==> src/rtl/plane_pkg.sv <==
// plane_pkg: shared types and default constants for the plane-equation stepper.
//   coef_t  : signed fixed-point coefficient/result at the default width
//   coord_t : unsigned pixel coordinate at the default width
//   state_t : stepper control states
package plane_pkg;

  localparam int unsigned DEF_TILE_W   = 2;
  localparam int unsigned DEF_TILE_H   = 2;
  localparam int unsigned DEF_CHANNELS = 1;
  localparam int unsigned DEF_COORD_W  = 16;
  localparam int unsigned DEF_COEF_W   = 24;
  localparam int unsigned DEF_FRAC     = 8;

  typedef logic signed [DEF_COEF_W-1:0] coef_t;
  typedef logic [DEF_COORD_W-1:0]       coord_t;

  typedef enum logic [1:0] {
    IDLE  = 2'd0,
    SETUP = 2'd1,
    EMIT  = 2'd2
  } state_t;

endpackage

==> src/rtl/plane_tile_expand.sv <==
// plane_tile_expand: one channel of the stepper. Holds the per-pixel offsets
// (i*a + j*b), the tile steps, the current row base and the current tile
// base, and presents the TILE_H x TILE_W block of plane values.
//   clk, rst      : clock, asynchronous active-low reset
//   load          : compute row base, offsets and steps from a/b/c and box origin
//   adv_x         : move one tile right (cur += step_x)
//   adv_y         : move to the start of the next tile row
//   a, b, c       : plane coefficients (two's complement, wrap arithmetic)
//   x_min, y_min  : bounding box origin
//   z             : z[j][i] = cur + offset[j][i], packed j-major, i-minor
module plane_tile_expand
  import plane_pkg::*;
#(
  parameter int unsigned TILE_W  = DEF_TILE_W,
  parameter int unsigned TILE_H  = DEF_TILE_H,
  parameter int unsigned COORD_W = DEF_COORD_W,
  parameter int unsigned COEF_W  = DEF_COEF_W
) (
  input  logic                              clk,
  input  logic                              rst,
  input  logic                              load,
  input  logic                              adv_x,
  input  logic                              adv_y,
  input  logic [COEF_W-1:0]                 a,
  input  logic [COEF_W-1:0]                 b,
  input  logic [COEF_W-1:0]                 c,
  input  logic [COORD_W-1:0]                x_min,
  input  logic [COORD_W-1:0]                y_min,
  output logic [TILE_H*TILE_W*COEF_W-1:0]   z
);

  logic [COEF_W-1:0] offset [TILE_H][TILE_W];
  logic [COEF_W-1:0] step_x;
  logic [COEF_W-1:0] step_y;
  logic [COEF_W-1:0] row_base;
  logic [COEF_W-1:0] cur;
  logic [COEF_W-1:0] origin;

  // The low COEF_W bits of a product do not depend on operand signedness,
  // so a truncated unsigned multiply gives the signed*unsigned result mod 2^COEF_W.
  function automatic logic [COEF_W-1:0] mul_trunc(input logic [COEF_W-1:0] v,
                                                  input logic [COEF_W-1:0] k);
    return v * k;
  endfunction

  assign origin = c + mul_trunc(a, COEF_W'(x_min)) + mul_trunc(b, COEF_W'(y_min));

  always_ff @(posedge clk or negedge rst) begin
    if (!rst) begin
      step_x   <= '0;
      step_y   <= '0;
      row_base <= '0;
      cur      <= '0;
      for (int unsigned j = 0; j < TILE_H; j++) begin
        for (int unsigned i = 0; i < TILE_W; i++) begin
          offset[j][i] <= '0;
        end
      end
    end else if (load) begin
      row_base <= origin;
      cur      <= origin;
      step_x   <= mul_trunc(a, COEF_W'(TILE_W));
      step_y   <= mul_trunc(b, COEF_W'(TILE_H));
      for (int unsigned j = 0; j < TILE_H; j++) begin
        for (int unsigned i = 0; i < TILE_W; i++) begin
          offset[j][i] <= mul_trunc(a, COEF_W'(i)) + mul_trunc(b, COEF_W'(j));
        end
      end
    end else if (adv_y) begin
      row_base <= row_base + step_y;
      cur      <= row_base + step_y;
    end else if (adv_x) begin
      cur <= cur + step_x;
    end
  end

  always_comb begin
    z = '0;
    for (int unsigned j = 0; j < TILE_H; j++) begin
      for (int unsigned i = 0; i < TILE_W; i++) begin
        z[(j*TILE_W+i)*COEF_W +: COEF_W] = cur + offset[j][i];
      end
    end
  end

endmodule

==> src/rtl/plane_eq_stepper.sv <==
// plane_eq_stepper: walks a primitive's inclusive bounding box in raster-order
// tiles and emits z = c + a*x + b*y for every pixel of each tile, per channel.
//   clk, rst                    : clock, asynchronous active-low reset
//   in_valid / in_ready         : primitive setup handshake
//   in_a, in_b, in_c            : per-channel dz/dx, dz/dy, z(0,0)
//   in_x_min .. in_y_max        : inclusive bounding box
//   out_valid / out_ready       : tile handshake (outputs held under backpressure)
//   out_x, out_y                : tile origin
//   out_z                       : z[ch][j][i] at (out_x+i, out_y+j)
//   out_last                    : final tile of the primitive
module plane_eq_stepper
  import plane_pkg::*;
#(
  parameter int unsigned TILE_W   = DEF_TILE_W,
  parameter int unsigned TILE_H   = DEF_TILE_H,
  parameter int unsigned CHANNELS = DEF_CHANNELS,
  parameter int unsigned COORD_W  = DEF_COORD_W,
  parameter int unsigned COEF_W   = DEF_COEF_W,
  parameter int unsigned FRAC     = DEF_FRAC
) (
  input  logic                                   clk,
  input  logic                                   rst,
  input  logic                                   in_valid,
  output logic                                   in_ready,
  input  logic [CHANNELS*COEF_W-1:0]             in_a,
  input  logic [CHANNELS*COEF_W-1:0]             in_b,
  input  logic [CHANNELS*COEF_W-1:0]             in_c,
  input  logic [COORD_W-1:0]                     in_x_min,
  input  logic [COORD_W-1:0]                     in_y_min,
  input  logic [COORD_W-1:0]                     in_x_max,
  input  logic [COORD_W-1:0]                     in_y_max,
  output logic                                   out_valid,
  input  logic                                   out_ready,
  output logic [COORD_W-1:0]                     out_x,
  output logic [COORD_W-1:0]                     out_y,
  output logic [CHANNELS*TILE_H*TILE_W*COEF_W-1:0] out_z,
  output logic                                   out_last
);

  localparam int unsigned ZW = TILE_H * TILE_W * COEF_W;

  if (FRAC >= COEF_W) begin : g_frac_chk
    $error("FRAC must be smaller than COEF_W");
  end

  state_t state, state_next;

  logic [CHANNELS*COEF_W-1:0] a_q, b_q, c_q;
  logic [COORD_W-1:0]         x_min_q, y_min_q, x_max_q, y_max_q;

  logic accept, load, adv_x, adv_y;
  logic x_end, y_end, empty;

  // One extra bit so a box touching 2^COORD_W-1 still ends instead of wrapping.
  assign x_end = ({1'b0, out_x} + (COORD_W+1)'(TILE_W)) > {1'b0, x_max_q};
  assign y_end = ({1'b0, out_y} + (COORD_W+1)'(TILE_H)) > {1'b0, y_max_q};
  assign empty = (x_min_q > x_max_q) || (y_min_q > y_max_q);

  always_ff @(posedge clk or negedge rst) begin
    if (!rst) begin
      state <= IDLE;
    end else begin
      state <= state_next;
    end
  end

  always_comb begin
    state_next = state;
    in_ready   = 1'b0;
    out_valid  = 1'b0;
    out_last   = 1'b0;
    accept     = 1'b0;
    load       = 1'b0;
    adv_x      = 1'b0;
    adv_y      = 1'b0;
    unique case (state)
      IDLE: begin
        in_ready = rst;
        if (in_valid && rst) begin
          accept     = 1'b1;
          state_next = SETUP;
        end
      end
      SETUP: begin
        if (empty) begin
          state_next = IDLE;
        end else begin
          load       = 1'b1;
          state_next = EMIT;
        end
      end
      EMIT: begin
        out_valid = 1'b1;
        out_last  = x_end && y_end;
        if (out_ready) begin
          if (out_last) begin
            state_next = IDLE;
          end else if (x_end) begin
            adv_y = 1'b1;
          end else begin
            adv_x = 1'b1;
          end
        end
      end
      default: state_next = IDLE;
    endcase
  end

  always_ff @(posedge clk or negedge rst) begin
    if (!rst) begin
      a_q     <= '0;
      b_q     <= '0;
      c_q     <= '0;
      x_min_q <= '0;
      y_min_q <= '0;
      x_max_q <= '0;
      y_max_q <= '0;
      out_x   <= '0;
      out_y   <= '0;
    end else begin
      if (accept) begin
        a_q     <= in_a;
        b_q     <= in_b;
        c_q     <= in_c;
        x_min_q <= in_x_min;
        y_min_q <= in_y_min;
        x_max_q <= in_x_max;
        y_max_q <= in_y_max;
      end
      if (load) begin
        out_x <= x_min_q;
        out_y <= y_min_q;
      end else if (adv_y) begin
        out_x <= x_min_q;
        out_y <= out_y + COORD_W'(TILE_H);
      end else if (adv_x) begin
        out_x <= out_x + COORD_W'(TILE_W);
      end
    end
  end

  for (genvar ch = 0; ch < CHANNELS; ch++) begin : g_ch
    plane_tile_expand #(
      .TILE_W (TILE_W),
      .TILE_H (TILE_H),
      .COORD_W(COORD_W),
      .COEF_W (COEF_W)
    ) u_expand (
      .clk  (clk),
      .rst  (rst),
      .load (load),
      .adv_x(adv_x),
      .adv_y(adv_y),
      .a    (a_q[ch*COEF_W +: COEF_W]),
      .b    (b_q[ch*COEF_W +: COEF_W]),
      .c    (c_q[ch*COEF_W +: COEF_W]),
      .x_min(x_min_q),
      .y_min(y_min_q),
      .z    (out_z[ch*ZW +: ZW])
    );
  end

endmodule

==> config.mk <==
export PLATFORM = sky130hd
export DESIGN_NAME = plane_eq_stepper
export DESIGN_NICKNAME = d
export VERILOG_FILES = /design/src/rtl/plane_pkg.sv /design/src/rtl/plane_tile_expand.sv /design/src/rtl/plane_eq_stepper.sv
export SDC_FILE = /design/constraint.sdc
export NUM_CORES = 2
export LEC_CHECK = 0
export CORE_MARGIN = 2
export CORE_UTILIZATION = 40
export DETAILED_ROUTE_END_ITERATION = 7
export PLACE_DENSITY = 0.65
export RECOVER_POWER = 25
export SLEW_MARGIN = 20
export SYNTH_ARGS = -nofsm -noshare
export SYNTH_HDL_FRONTEND = slang
export SYNTH_HIERARCHICAL = 1
export SYNTH_SLANG_ARGS = --single-unit
export TNS_END_PERCENT = 1
==> constraint.sdc <==
create_clock -name clk -period 6.9 [get_ports clk]
set_input_delay 1.035 -clock clk [delete_from_list [all_inputs] [get_ports clk]]
set_output_delay 1.035 -clock clk [all_outputs]
set_load 0.03 [all_outputs]
==> results.cfg <==
[run_status]
status = finished, violations left
violations = capacitance limit, slew limit, setup timing

[detailed_routing]
vias = 28163
first_iter_violations = 1621
ant_nets = 0
viasPerCell = 5.222
drtPass1Iterations = 6
drc = 0
totalWireLength_mm = 109.2
routedWlPerCell_um = 20.24

[place]
dp_hpwl_mm = 88.96
io_buffers = 270
placed_area_um2 = 41340
place.gp.congestion = 0.9471
place_ws_ns = -0.4200

[flow_run]
drv_cap = 1

[timing]
hold_viol_final = 0
rsz0062_at_grt = yes
period_share = 1.016
slew_viol_final = 73
period_minus_slack_ns = 7.007
max_freq_ghz = 0.1427
fin_skew_ns = 0.01532
max-slew-margin-rel = -1.935
holdWs_ns = 0.4899
setup_viol = 9
worst_slack_ns = -0.1074
worstMarginPinSlew_ns = 4.403

[worst_setup_path]
start_kind = flip-flop
path_delay_family = adder cells
cp_data_arrival_time_ns = 7.45
cp_slowest_cell = fa_1
crit_path_max_fanout = 7
critical_path_class = flip-flop to flip-flop
cpMostUsedCell = fa_1
cp_slowest_stage_delay_ns = 0.60
path_buf_inv = 4
cp_cell_sequence = buf_4, buf_4, and2_1, fa_1, inv_1, fa_1, fa_1, fa_1, fa_1, fa_1, fa_1, fa_1, xor2_1, xnor2_1, xnor2_1, xnor2_1, xnor2_1, xnor2_1, xnor2_1, buf_4, xnor2_2, o21ai_2, o22a_1
required_ns = 7.35
endpoint_kind = flip-flop

[die]
io-pin-count = 271
start_util = 0.4051
rows = 109
core_um2 = 88780
die_h_um = 303.9
die_w_um = 303.9
die_area_um2 = 92330

[yosys]
avgSynthCellArea_um2 = 9.465
synth-edff-count = 0
synth_flop_cell = dfrtp_1
synth-seq-cells = 290
synth_cell_types = 95
synthCells = 3800
ys_seq_area_frac = 0.2018
yosysWarnings = 6
synthArstFlopShare = 1.000
synth_nets = 4694
synth_area_um2 = 35970

[cts]
cts_sinks = 290
cts.path.max_buffers = 3
clk_latency_ns = 0.57
cts_tree = yes
htreeDepth = 2
clkTransAtPathRegs_ns = 0.06
numCtsBuffers = 39
cts.root.buffer_cell = clkbuf_16

[layout]
utilization = 0.4850
syn_to_final_growth_pct = 19.71
drive_gt1_frac = 0.1311
nNetsFinal = 5090
final_cell_area_um2 = 43060
nFillCells = 8257

[global_route]
grtUsageTotal = 0.2403
grt_overflow = 0
antenna_found_initial = 3
grt_pass1_vias = 29479
grt_pass1_wl_mm = 172.6
grt_start_max_net_pins = 154

[worst_hold_path]
min_path_type = flip-flop to flip-flop
## routing by layer
layer,track usage,vias up,share of wire
met5,0,-,0.00012
met4,0.08782,2,0.041
met3,0.03162,181,0.053
met2,0.4215,824,0.50
met1,0.3027,14087,0.41
li1,-,13069,-
## registers in the layout, indices dropped and copies added, names as in the netlist
| name | count |
|---|---|
| a_q | 24 |
| b_q | 24 |
| c_q | 24 |
| g_ch.u_expand/cur | 24 |
| g_ch.u_expand/offset | 72 |
| g_ch.u_expand/row_base | 24 |
| out_x | 16 |
| out_y | 16 |
| state | 2 |
| x_max_q | 16 |
| x_min_q | 16 |
| y_max_q | 16 |
| y_min_q | 16 |
## cell usage after synthesis (8+ instances only)
cell type	n	area (um^2)
o21a_1	36	270.3
or3_1	14	87.58
nand3_1	47	235.2
o21ai_2	8	70.07
nor3_2	9	90.09
nand2_1	418	1569
xor2_1	62	543.0
o21ai_1	41	205.2
nor2_1	117	439.2
inv_1	573	2151
nand4_1	24	150.1
o31ai_1	10	75.07
dfrtp_1	290	7257
nor3_1	35	175.2
nor4_1	9	56.30
a31oi_1	20	125.1
nor2b_1	17	106.4
a211oi_1	11	82.58
xnor2_1	182	1594
and2_1	313	1958
and3_1	24	150.1
o211ai_1	11	82.58
ha_1	302	3779
a21o_1	36	270.3
nand2b_1	25	156.4
fa_1	452	9049
mux2_2	169	1903
buf_1	11	41.29
clkbuf_1	110	412.9
a21oi_1	147	735.7
o21ai_0	115	575.6
o21bai_1	19	142.6
## layout by cell type (no fill, tap or decap), types with 47 or more instances in the layout
cell type	Yosys	layout
a21oi_1	147	143
and2_1	313	312
buf_4	3	192
clkdlybuf4s50_1	0	269
dfrtp_1	290	278
fa_1	452	447
ha_1	302	298
inv_1	573	572
mux2_2	169	169
nand2_1	418	418
nand3_1	47	47
nor2_1	117	116
o21ai_0	115	110
xnor2_1	182	182
xor2_1	62	60
## kinds of logic (layout without fill, tap and decap cells)
logic type / after synthesis / count (layout) / share of synthesized area
and+or+nand+nor: 1093 / 1093 / 0.1549
adders and majority gates: 754 / 754 / 0.3566
buffers and inverters: 707 / 1132 / 0.07504
AOI/OAI and AO/OA: 538 / 538 / 0.09775
DFF: 290 / 290 / 0.2018
xor gates and xnor gates: 245 / 245 / 0.05987
muxes: 173 / 173 / 0.05403
other: 0 / 3 / 0
## worst paths after layout
| check | depth (start not counted) | to | startpoint | slack [ns] |
|---|---|---|---|---|
| worst max-delay path | 23 | g_ch[0].u_expand/cur[23] | b_q[14] | -0.11 |
| worst min-delay path | 2 | g_ch[0].u_expand/row_base[1] | g_ch[0].u_expand/row_base[1] | 0.49 |
| worst max register to register | 23 | g_ch[0].u_expand/cur[23] | b_q[14] | -0.11 |
| worst min register to register | 2 | g_ch[0].u_expand/row_base[1] | g_ch[0].u_expand/row_base[1] | 0.49 |
| max in group asynchronous | 1 | b_q[7] | rst | 2.00 |
| min in group asynchronous | 1 | x_max_q[14] | rst | 2.02 |
## worst register-to-register path, stage by stage (launching register included)
cell and delay (ns):
dfrtp_1 0.51, buf_4 0.21, buf_4 0.16, and2_1 0.18, fa_1 0.53, inv_1 0.06, fa_1 0.50, fa_1 0.60
fa_1 0.45, fa_1 0.56, fa_1 0.44, fa_1 0.46, fa_1 0.41, xor2_1 0.18, xnor2_1 0.24, xnor2_1 0.18
xnor2_1 0.16, xnor2_1 0.16, xnor2_1 0.17, xnor2_1 0.17, buf_4 0.17, xnor2_2 0.12, o21ai_2 0.08, o22a_1 0.19
## final cells by class
| cell class | count | area [um^2] | share of cell area |
|---|---|---|---|
| Tap cell | 1165 | 1458 | 0.03385 |
| Antenna cell | 3 | 7.507 | 0.0001744 |
| Inverter | 573 | 2153 | 0.05001 |
| Clock inverter | 17 | 254.0 | 0.005899 |
| Timing Repair Buffer | 489 | 4586 | 0.1065 |
| Multi-Input combinational cell | 2803 | 26220 | 0.6089 |
| Clock buffer | 53 | 1109 | 0.02575 |
| Sequential cell | 290 | 7272 | 0.1689 |
## per-stage QoR
step                      TNS (ns)  std cells
after floorplan                  0       3800
after global placement      -4.623       5311
after detailed placement    -5.097       5311
after CTS                   -1.169       5388
after global routing        -5.372       5390
final                      -0.4548       5393
## timing repair
item                                    CTS  global route
hold buffers                              0             0
pin swaps                                13            16
resized for setup                        40            27
endpoints found under the setup margin   19            22
buffers inserted                          7             1
Power is left out: the tool's default activity adds up to more than one toggle a clock period on the data nets, which glitch-free logic cannot reach.
